$ cat src/rtl/dla_pkg.sv
// Shared constants and types for the logic-analyzer capture buffer.
package dla_pkg;
  localparam int unsigned DLA_DEPTH  = 1024;
  localparam int unsigned DLA_ADDR_W = 10;
  localparam int unsigned DLA_DATA_W = 8;

  typedef logic [DLA_DATA_W-1:0] sample_t;

  typedef enum logic [2:0] {
    ST_IDLE    = 3'd0,
    ST_CAPTURE = 3'd1,
    ST_READY   = 3'd2,
    ST_ISSUE   = 3'd3,
    ST_FETCH   = 3'd4,
    ST_HOLD    = 3'd5
  } state_e;
endpackage

$ cat src/rtl/sample_buffer_ctrl_if.sv
// Host readout stream: sample data with valid/ready handshake and end-of-stream marker.
interface sample_buffer_ctrl_if
  import dla_pkg::*;
#(
  parameter int unsigned DATA_W = DLA_DATA_W
);
  logic [DATA_W-1:0] out_data;
  logic              out_valid;
  logic              out_last;
  logic              in_ready;

  modport master (output out_data, output out_valid, output out_last, input in_ready);
  modport slave  (input out_data, input out_valid, input out_last, output in_ready);
endinterface

$ cat src/rtl/circ_ptr.sv
// Modulo-DEPTH ring pointer with synchronous clear, load and increment; wrap is sticky until cleared or loaded.
module circ_ptr
  import dla_pkg::*;
#(
  parameter int unsigned ADDR_W = DLA_ADDR_W
) (
  input  logic              clk,
  input  logic              rst,
  input  logic              clr,
  input  logic              load,
  input  logic [ADDR_W-1:0] load_val,
  input  logic              inc,
  output logic [ADDR_W-1:0] ptr,
  output logic              wrap
);
  logic [ADDR_W-1:0] ptr_r;
  logic              wrap_r;

  // Pointer and wrap flag; clear beats load beats increment.
  always_ff @(posedge clk or posedge rst) begin
    if (rst) begin
      ptr_r  <= {ADDR_W{1'b0}};
      wrap_r <= 1'b0;
    end else if (clr) begin
      ptr_r  <= {ADDR_W{1'b0}};
      wrap_r <= 1'b0;
    end else if (load) begin
      ptr_r  <= load_val;
      wrap_r <= 1'b0;
    end else if (inc) begin
      ptr_r <= ptr_r + ADDR_W'(1);
      if (ptr_r == {ADDR_W{1'b1}}) begin
        wrap_r <= 1'b1;
      end
    end
  end

  assign ptr  = ptr_r;
  assign wrap = wrap_r;
endmodule

$ cat src/rtl/sample_buffer_ctrl.sv
// Capture-RAM sequencer: circular writes during capture, then oldest-first readout to the host.
module sample_buffer_ctrl
  import dla_pkg::*;
#(
  parameter int unsigned DEPTH  = DLA_DEPTH,
  parameter int unsigned ADDR_W = DLA_ADDR_W,
  parameter int unsigned DATA_W = DLA_DATA_W
) (
  input  logic                 in_clk,
  input  logic                 in_reset,
  input  logic                 in_ce,
  input  logic                 in_done,
  input  logic                 in_trig,
  input  logic                 in_abort,
  input  logic [DATA_W-1:0]    in_sample,
  output logic                 out_wr_en,
  output logic [ADDR_W-1:0]    out_wr_addr,
  output logic [DATA_W-1:0]    out_wr_data,
  output logic                 out_rd_en,
  output logic [ADDR_W-1:0]    out_rd_addr,
  input  logic [DATA_W-1:0]    in_rd_data,
  input  logic                 in_read_req,
  sample_buffer_ctrl_if.master host,
  output logic [ADDR_W:0]      out_count,
  output logic [ADDR_W-1:0]    out_trig_offset,
  output logic                 out_trig_seen,
  output logic [2:0]           out_state
);
  state_e            state_r, nxt_state_s;
  logic [ADDR_W-1:0] wr_ptr_s, rd_ptr_s, start_s, start_r;
  logic [ADDR_W-1:0] trig_addr_r, trig_offset_s, trig_offset_r, wr_addr_r;
  logic [ADDR_W:0]   count_s, count_r, remaining_r;
  logic [DATA_W-1:0] wr_data_r, data_r;
  logic              wr_wrap_s, rd_wrap_unused_s;
  logic              wr_fire_s, to_ready_s, rd_load_s, accept_s;
  logic              trig_seen_r, wr_en_r, rd_en_r, valid_r, last_r;

  circ_ptr #(.ADDR_W(ADDR_W)) u_wr_ptr (
    .clk(in_clk), .rst(in_reset), .clr(in_abort), .load(1'b0),
    .load_val({ADDR_W{1'b0}}), .inc(wr_fire_s), .ptr(wr_ptr_s), .wrap(wr_wrap_s)
  );

  circ_ptr #(.ADDR_W(ADDR_W)) u_rd_ptr (
    .clk(in_clk), .rst(in_reset), .clr(in_abort), .load(rd_load_s),
    .load_val(start_r), .inc(accept_s), .ptr(rd_ptr_s), .wrap(rd_wrap_unused_s)
  );

  // Capture summary: once wrapped the oldest sample sits at the write pointer.
  always_comb begin
    start_s       = {ADDR_W{1'b0}};
    count_s       = {1'b0, wr_ptr_s};
    trig_offset_s = {ADDR_W{1'b0}};
    if (wr_wrap_s) begin
      start_s = wr_ptr_s;
      count_s = (ADDR_W+1)'(DEPTH);
    end else begin
      start_s = {ADDR_W{1'b0}};
      count_s = {1'b0, wr_ptr_s};
    end
    if (trig_seen_r) begin
      trig_offset_s = trig_addr_r - start_s;
    end else begin
      trig_offset_s = {ADDR_W{1'b0}};
    end
  end

  // Next-state and per-cycle strobes; abort wins, then done over capture enable.
  always_comb begin
    nxt_state_s = state_r;
    wr_fire_s   = 1'b0;
    to_ready_s  = 1'b0;
    rd_load_s   = 1'b0;
    accept_s    = 1'b0;
    if (in_abort) begin
      nxt_state_s = ST_IDLE;
    end else begin
      case (state_r)
        ST_IDLE, ST_CAPTURE: begin
          if (in_done) begin
            nxt_state_s = ST_READY;
            to_ready_s  = 1'b1;
          end else if (in_ce) begin
            nxt_state_s = ST_CAPTURE;
            wr_fire_s   = 1'b1;
          end else begin
            nxt_state_s = state_r;
          end
        end
        ST_READY: begin
          if (in_read_req && (count_r != {(ADDR_W+1){1'b0}})) begin
            nxt_state_s = ST_ISSUE;
            rd_load_s   = 1'b1;
          end else begin
            nxt_state_s = ST_READY;
          end
        end
        ST_ISSUE: nxt_state_s = ST_FETCH;
        ST_FETCH: nxt_state_s = ST_HOLD;
        ST_HOLD: begin
          if (host.in_ready) begin
            accept_s    = 1'b1;
            nxt_state_s = (remaining_r == (ADDR_W+1)'(1)) ? ST_READY : ST_ISSUE;
          end else begin
            nxt_state_s = ST_HOLD;
          end
        end
        default: nxt_state_s = ST_IDLE;
      endcase
    end
  end

  // State register plus capture side: write port, first-trigger latch, capture summary.
  always_ff @(posedge in_clk or posedge in_reset) begin
    if (in_reset) begin
      state_r       <= ST_IDLE;
      wr_en_r       <= 1'b0;
      wr_addr_r     <= {ADDR_W{1'b0}};
      wr_data_r     <= {DATA_W{1'b0}};
      trig_seen_r   <= 1'b0;
      trig_addr_r   <= {ADDR_W{1'b0}};
      start_r       <= {ADDR_W{1'b0}};
      count_r       <= {(ADDR_W+1){1'b0}};
      trig_offset_r <= {ADDR_W{1'b0}};
    end else begin
      state_r <= nxt_state_s;
      wr_en_r <= wr_fire_s;
      if (wr_fire_s) begin
        wr_addr_r <= wr_ptr_s;
        wr_data_r <= in_sample;
      end
      if (in_abort) begin
        trig_seen_r   <= 1'b0;
        trig_addr_r   <= {ADDR_W{1'b0}};
        start_r       <= {ADDR_W{1'b0}};
        count_r       <= {(ADDR_W+1){1'b0}};
        trig_offset_r <= {ADDR_W{1'b0}};
      end else if (to_ready_s) begin
        start_r       <= start_s;
        count_r       <= count_s;
        trig_offset_r <= trig_offset_s;
      end else if (wr_fire_s && in_trig && !trig_seen_r) begin
        trig_seen_r <= 1'b1;
        trig_addr_r <= wr_ptr_s;
      end
    end
  end

  // Readout side: RAM read strobe, remaining count and the held host sample.
  always_ff @(posedge in_clk or posedge in_reset) begin
    if (in_reset) begin
      rd_en_r     <= 1'b0;
      remaining_r <= {(ADDR_W+1){1'b0}};
      data_r      <= {DATA_W{1'b0}};
      valid_r     <= 1'b0;
      last_r      <= 1'b0;
    end else begin
      rd_en_r <= (nxt_state_s == ST_ISSUE);
      if (rd_load_s) begin
        remaining_r <= count_r;
      end else if (accept_s) begin
        remaining_r <= remaining_r - (ADDR_W+1)'(1);
      end
      if (in_abort || accept_s) begin
        valid_r <= 1'b0;
        last_r  <= 1'b0;
      end else if (state_r == ST_FETCH) begin
        data_r  <= in_rd_data;
        valid_r <= 1'b1;
        last_r  <= (remaining_r == (ADDR_W+1)'(1));
      end
    end
  end

  assign out_wr_en       = wr_en_r;
  assign out_wr_addr     = wr_addr_r;
  assign out_wr_data     = wr_data_r;
  assign out_rd_en       = rd_en_r;
  assign out_rd_addr     = rd_ptr_s;
  assign host.out_data   = data_r;
  assign host.out_valid  = valid_r;
  assign host.out_last   = last_r;
  assign out_count       = count_r;
  assign out_trig_offset = trig_offset_r;
  assign out_trig_seen   = trig_seen_r;
  assign out_state       = state_r;
endmodule

$ cat src/flat_wrapper.sv
// flat-port wrapper written by rule: the top's interface ports become plain ports
module sample_buffer_ctrl_flat import dla_pkg::*;
#(
  parameter int unsigned DEPTH  = DLA_DEPTH,
  parameter int unsigned ADDR_W = DLA_ADDR_W,
  parameter int unsigned DATA_W = DLA_DATA_W
)
  (in_clk, in_reset, in_ce, in_done, in_trig, in_abort, in_sample, out_wr_en, out_wr_addr, out_wr_data, out_rd_en, out_rd_addr, in_rd_data, in_read_req, out_count, out_trig_offset, out_trig_seen, out_state, host_out_data, host_out_valid, host_out_last, host_in_ready);
  sample_buffer_ctrl_if #(.DATA_W(DATA_W)) host_i ();
  input  logic in_clk;
  input  logic in_reset;
  input  logic in_ce;
  input  logic in_done;
  input  logic in_trig;
  input  logic in_abort;
  input  logic [DATA_W-1:0] in_sample;
  output logic out_wr_en;
  output logic [ADDR_W-1:0] out_wr_addr;
  output logic [DATA_W-1:0] out_wr_data;
  output logic out_rd_en;
  output logic [ADDR_W-1:0] out_rd_addr;
  input  logic [DATA_W-1:0] in_rd_data;
  input  logic in_read_req;
  output logic [ADDR_W:0] out_count;
  output logic [ADDR_W-1:0] out_trig_offset;
  output logic out_trig_seen;
  output logic [2:0] out_state;
  output wire logic [$bits(host_i.out_data)-1:0] host_out_data;
  output wire logic [$bits(host_i.out_valid)-1:0] host_out_valid;
  output wire logic [$bits(host_i.out_last)-1:0] host_out_last;
  input wire logic [$bits(host_i.in_ready)-1:0] host_in_ready;
  assign host_out_data = host_i.out_data;
  assign host_out_valid = host_i.out_valid;
  assign host_out_last = host_i.out_last;
  assign host_i.in_ready = host_in_ready;
  sample_buffer_ctrl #(.DEPTH(DEPTH), .ADDR_W(ADDR_W), .DATA_W(DATA_W)) u_core (.in_clk(in_clk), .in_reset(in_reset), .in_ce(in_ce), .in_done(in_done), .in_trig(in_trig), .in_abort(in_abort), .in_sample(in_sample), .out_wr_en(out_wr_en), .out_wr_addr(out_wr_addr), .out_wr_data(out_wr_data), .out_rd_en(out_rd_en), .out_rd_addr(out_rd_addr), .in_rd_data(in_rd_data), .in_read_req(in_read_req), .host(host_i), .out_count(out_count), .out_trig_offset(out_trig_offset), .out_trig_seen(out_trig_seen), .out_state(out_state));
endmodule
$ cat config.mk
export PLATFORM = sky130hd
export DESIGN_NAME = sample_buffer_ctrl_flat
export DESIGN_NICKNAME = d
export VERILOG_FILES = /design/src/rtl/dla_pkg.sv /design/src/rtl/sample_buffer_ctrl_if.sv /design/src/rtl/circ_ptr.sv /design/src/rtl/sample_buffer_ctrl.sv /design/src/flat_wrapper.sv
export SDC_FILE = /design/constraint.sdc
export NUM_CORES = 1
export LEC_CHECK = 0
export CAP_MARGIN = 0
export CORE_AREA = 5 5 143 145
export CTS_CLUSTER_DIAMETER = 200
export DETAILED_ROUTE_END_ITERATION = 7
export DIE_AREA = 0 0 148 150
export PLACE_DENSITY = 0.57
export SKIP_CTS_REPAIR_TIMING = 1
export SYNTH_ARGS = -nofsm -noshare
export SYNTH_HDL_FRONTEND = slang
export SYNTH_SLANG_ARGS = --single-unit
$ cat constraint.sdc
create_clock -name in_clk -period 5.1 [get_ports in_clk]
set_clock_uncertainty 0.2 [all_clocks]
set_input_delay 1.275 -clock in_clk [delete_from_list [all_inputs] [get_ports in_clk]]
set_output_delay 1.275 -clock in_clk [all_outputs]
set_load 0.01 [all_outputs]
==> out/metrics.cfg, run 1 <==
[drt]
drc=0
firstDrtPassIters=4
num_vias=3870
antenna_left=0
post_drt_via_cell_ratio=5.01
wl_per_cell_um=17.4
drt_iter0_drc=245
wl_um=13500

[sta]
setup_viol=0
fin_crit_sh_pct=73.0
hold_ws_ps=292
max_freq_mhz=269
worst_pin_slew_ps=1130
hold_viol=0
slew_violations=0
rsz0062_at_grt=no
slew_headroom_pct=24.9
min_period_ps=3720
tns_ps=0

[grt]
grt_start_max_net_pins=90
grt_overflow=0
grt_first_pass_wirelength_um=21600
globalRouteTotalUtil_pct=12.3
grt_pass1_vias=3951
grt_antenna_before_repair=0

[floorplan]
die-height_um=150
core_area_um2=19100
ioPinCount=89
start_util_pct=26.4
fp.dieArea_um2=22200
die_width_um=148
core.rowCount=51

[cells_and_area]
area_growth_pct=27.4
seq_area_um2=2680
diodes=0
multiInputGateArea_um2=2210
fill_cells=1854
fin_util_pct=33.6
mostFrequentLayoutCells=107 x dfrtp_1, 88 x clkdlybuf4s50_1, 45 x nand2_1
drive_gt1_share_pct=9.72
nets=570
final_common_cell=dfrtp_1

[synthesis]
ys_seq_area_share_pct=53.1
yosys_warnings=0
synth-async-reset-ratio_pct=100
ys_types=59
netlist_instances=454
synth_edf_count=0
yosys.area.top_type=dfrtp_1
synth_ff_type=dfrtp_1
synth_seq_cells=107
avgSynthCellArea_um2=11.1
netlist.area_leader.share_pct=53.1
synth_area_leaders=dfrtp_1 53%, mux2_2 5.8%, a22o_1 5.6%
synth_nets=492
synthesis.area_um2=5040

[cts]
cts.path.max_buffers=2
htree_num_levels=3
cts_tree=built
numCtsBuffers=9
root_buffer=clkbuf_16
clk_latency_ps=340
cts.clk_slew.worst_paths_ps=70
clock_sinks=107

[setup_path]
reg2reg_slack_ps=2240
cp.arrival_ps=3800
cp_max_fo=20
worstPathRequired_ps=5180
crit_path_end_kind=register
path_class=in -> reg
startpoint_type=primary input

[flow_run]
cap_violations=0

[placement]
gp_congestion=0.787
port_buffers=88
dp.final_hpwl_um=9580

[pwr]
p_leak_nw=2.78
ir_drop_mv=0.134
power_density_nw_per_um2=288

[status]
outcome=finished, final reports clean

[hold_path]
hp-class=reg -> reg

## synth_stat cells (all sizes together) (3+ instances only)
master	count
o211ai	8
inv	11
o21ai	25
xnor2	6
mux2	26
nand3	13
a22oi	4
and3	7
nand2b	6
nor3	3
o311ai	5
nand2	45
or4	3
nor4	5
o21a	5
and2	7
buf	10
nor2	26
or3	8
a21oi	12
a22o	32
a31oi	7
xor2	11
nor2b	6
a21boi	3
clkbuf	14
ha	13
dfrtp	107
## flip-flops by register name (all words and copies together), names as in the netlist, 8 cells and up
register,cells
u_core.start_r,10
u_core.host.out_data,8
u_core.out_count,11
u_core.out_trig_offset,10
u_core.u_wr_ptr.ptr,10
u_core.trig_addr_r,10
u_core.out_wr_data,8
u_core.remaining_r,11
u_core.out_wr_addr,10
u_core.u_rd_ptr.ptr,10
## path summary, 6_finish.rpt
kind | end | cells after the start | start
max reg2reg | u_core.trig_addr_r[5]$_DFFE_PP0P_ | 4 | u_core.out_state[2]$_DFF_PP0_
min | u_core.out_trig_offset[0]$_DFFE_PP0P_ | 2 | u_core.out_trig_offset[0]$_DFFE_PP0P_
min in group asynchronous | u_core.out_rd_en$_DFF_PP0_ | 2 | in_reset
max in group asynchronous | u_core.out_wr_data[3]$_DFFE_PP0N_ | 3 | in_reset
max | u_core.trig_addr_r[5]$_DFFE_PP0P_ | 5 | in_done
min reg2reg | u_core.out_trig_offset[0]$_DFFE_PP0P_ | 2 | u_core.out_trig_offset[0]$_DFFE_PP0P_
## stage by stage
| stage | instance area, um^2 | setup WS [ps] | power [mW] | std cells |
|---|---|---|---|---|
| floorplan | 5040 | 808 | 1.04 | 454 |
| global placement | 6130 | 1130 | 1.17 | 759 |
| detailed placement | 6130 | 997 | 1.18 | 759 |
| CTS | 6420 | 1360 | 1.88 | 773 |
| global route | 6420 | 1180 | 1.92 | 773 |
| finish | 6420 | 1380 | 1.85 | 773 |
## worst max-delay path: stages
cell and delay (ps):
clkdlybuf4s50_1 540, nor4b_4 460, and2_1 800, and3_1 530
a22o_1 200
## cell families after synthesis
kind of cell / synth area share, %
flip-flops: 53.1
multiplexers: 6.21
adder cells (fa/ha/maj): 3.62
AND/OR/NAND/NOR: 14.5
XOR/XNOR: 2.95
AO/OA/AOI/OAI: 16.6
buffers and inverters: 3.05
## final cells by class
class                      instances  share of cell area [%]
inverter                          11                   0.682
tap                              238                    4.64
multi-input combinational        312                    34.5
clock inverter                     2                   0.585
sequential                       107                    41.7
timing repair buffer              91                    14.1
clock buffer                      12                    3.84
## layer usage
metal | global-route usage (%) | routed length [um]
met2 | 20.6 | 6640
met4 | 4.30 | 193
met5 | 0 | 0
met3 | 3.54 | 837
met1 | 15.1 | 5810
## where the power goes
part | total [mW] | internal (mW) | switching (mW)
logic | 0.232 | 0.128 | 0.104
clock network | 0.691 | 0.390 | 0.301
registers | 0.923 | 0.893 | 0.0300
No activity file was read; power rests on OpenSTA's default activity.
==> run 2, diff against run 1 <==
==> constraint.sdc (replaced) <==
create_clock -name in_clk -period 3.5 [get_ports in_clk]
set_clock_uncertainty 0.2 [all_clocks]
set_input_delay 0.875 -clock in_clk [delete_from_list [all_inputs] [get_ports in_clk]]
set_output_delay 0.875 -clock in_clk [all_outputs]
set_load 0.01 [all_outputs]
==> run 2 against run 1 <==
  * First-iteration DRC count fell by 5.7%
  * Global-route usage fell by 0.16 points
  * Sequential power rose by 46%
  * Combinational power rose by 48%
  * Clock-buffer cell count did not move
  * Die area did not move
  * Sequential share of layout area fell by 0.55 points
  * Setup slack got worse by 620 ps
  * Largest power group unchanged
==> out/metrics.cfg, run 2 (synthesis results as in run 1) <==
[grt]
globalRouteTotalUtil_pct=12.1  ; was 12.3%
grt_antenna_before_repair=0  ; unchanged
grt_pass1_vias=3971  ; was 3951
grt_overflow=0  ; unchanged
grt_first_pass_wirelength_um=21400  ; was 21600 um
grt_start_max_net_pins=108  ; was 90

[hold_path]
hp-class=reg -> reg  ; unchanged

[cells_and_area]
final_common_cell=dfrtp_1  ; unchanged
nets=578  ; was 570
fin_cells=783  ; was 773
mostFrequentLayoutCells=107 x dfrtp_1, 88 x clkdlybuf4s50_1, 45 x nand2_1  ; unchanged
area_growth_pct=29.1  ; was 27.4%
seq_area_um2=2680  ; unchanged
diodes=0  ; unchanged
multiInputGateArea_um2=2210  ; unchanged
drive_gt1_share_pct=11.4  ; was 9.72%
fill_cells=1911  ; was 1854

[floorplan]
ioPinCount=89  ; unchanged
core.rowCount=51  ; unchanged
die_width_um=148  ; unchanged
core_area_um2=19100  ; unchanged
fp.dieArea_um2=22200  ; unchanged
start_util_pct=26.4  ; unchanged
die-height_um=150  ; unchanged

[sta]
slew_headroom_pct=50.0  ; was 24.9%
fin_crit_sh_pct=78.3
hold_viol=0  ; unchanged
min_period_ps=2740
rsz0062_at_grt=no  ; unchanged
tns_ps=0  ; unchanged
max_freq_mhz=365
worst_pin_slew_ps=750  ; was 1130 ps
slew_violations=0  ; unchanged
setup_viol=0  ; unchanged

[cts]
clock_sinks=107  ; unchanged
cts.path.max_buffers=2  ; unchanged
root_buffer=clkbuf_16  ; unchanged
htree_num_levels=3  ; unchanged
numCtsBuffers=9  ; unchanged
cts_tree=built  ; unchanged
clk_latency_ps=350  ; was 340 ps
cts.clk_slew.worst_paths_ps=70  ; about the same

[drt]
drt_iter0_drc=231  ; was 245
wl_um=13200  ; was 13500 um
drc=0  ; unchanged
antenna_left=0  ; unchanged
num_vias=3902  ; was 3870
wl_per_cell_um=16.9  ; was 17.4 um
post_drt_via_cell_ratio=4.98  ; was 5.01
firstDrtPassIters=4  ; unchanged

[setup_path]
path_class=in -> reg  ; unchanged
crit_chain=clkdlybuf4s50_1 -> nor4b_4 -> and2_1 -> buf_4 -> mux2_2  ; was clkdlybuf4s50_1 -> nor4b_4 -> and2_1 -> and3_1 -> a22o_1
path_buf_inv=2  ; was 1
cp_slowest_cell=clkdlybuf4s50_1  ; was and2_1
cp_max_fo=19  ; was 20
critPathTopFamily=buffers and inverters  ; was simple AND/OR/NAND/NOR gates
crit_path_end_kind=register  ; unchanged
cp.arrival_ps=2780  ; was 3800 ps
startpoint_type=primary input  ; unchanged
worstPathRequired_ps=3540  ; was 5180 ps
slowest_delay_ps=540  ; was 800 ps

[pwr]
finalPower_mw=2.72  ; was 1.85 mW
power_density_nw_per_um2=418  ; was 288 nW/um^2
p_leak_nw=2.83  ; was 2.78 nW
ir_drop_mv=0.173  ; was 0.134 mV

[placement]
dp.final_hpwl_um=9560  ; was 9580 um
gp_congestion=0.793  ; was 0.787
port_buffers=88  ; unchanged
dp.cells=767  ; was 759

[status]
outcome=finished, final reports clean  ; unchanged

[flow_run]
cap_violations=0  ; unchanged

-- run 2: cell types whose count changed in the layout (fill, tap and decap cells not counted) --
cell	delta
clkinv_2	+1
buf_12	+1
inv_4	-1
clkinvlp_4	+2
buf_4	+7
-- run 2: worst paths after layout --
path                                                              end  slack, ps  depth (start not counted)                             startpoint
min in group asynchronous         u_core.host.out_data[1]$_DFFE_PP0P_        840                          3                               in_reset
worst max register to register  u_core.out_trig_offset[6]$_DFFE_PP0P_        920                          8       u_core.u_wr_ptr.wrap$_DFFE_PP0P_
worst max-delay path                u_core.out_wr_data[0]$_DFFE_PP0N_        760                          5                                in_done
worst min-delay path            u_core.out_trig_offset[1]$_DFFE_PP0P_        290                          2  u_core.out_trig_offset[1]$_DFFE_PP0P_
worst min register to register  u_core.out_trig_offset[1]$_DFFE_PP0P_        290                          2  u_core.out_trig_offset[1]$_DFFE_PP0P_
max in group asynchronous               u_core.start_r[9]$_DFFE_PP0P_       1810                          3                               in_reset
-- run 2: power by group --
group,internal (mW),switching [mW]
clock,0.574,0.455
combinational,0.194,0.150
sequential,1.30,0.0457
-- run 2: tightest hold or removal path, stage by stage (launching register included) --
cell and delay, ps:
dfrtp_1 350, nand2_1 40, o21ai_0 60
-- run 2: through the flow --
step	utilization [%]	setup slack [ps]	hold WS [ps]	instance area (um^2)
2_1_floorplan	-	1040	266	5040
3_3_place_gp	32.5	447	275	6210
3_5_place_dp	32.5	374	283	6210
4_1_cts	34.1	759	299	6500
5_1_grt	34.1	647	316	6500
6_report	34.1	761	290	6500
-- run 2: metal layers --
metal | GRT usage, % | part of all wire (%)
met2 | 20.2 | 49
met1 | 14.9 | 43
met5 | 0 | 0
met4 | 3.93 | 1.4
met3 | 3.88 | 6.5
-- run 2: area by class of cell --
class | count | share of cell area (%)
Clock inverter | 4 | 0.769
Inverter | 11 | 0.692
Sequential cell | 107 | 41.2
Clock buffer | 12 | 3.79
Multi-Input combinational cell | 312 | 34.0
Tap cell | 238 | 4.58
Timing Repair Buffer | 99 | 15.0
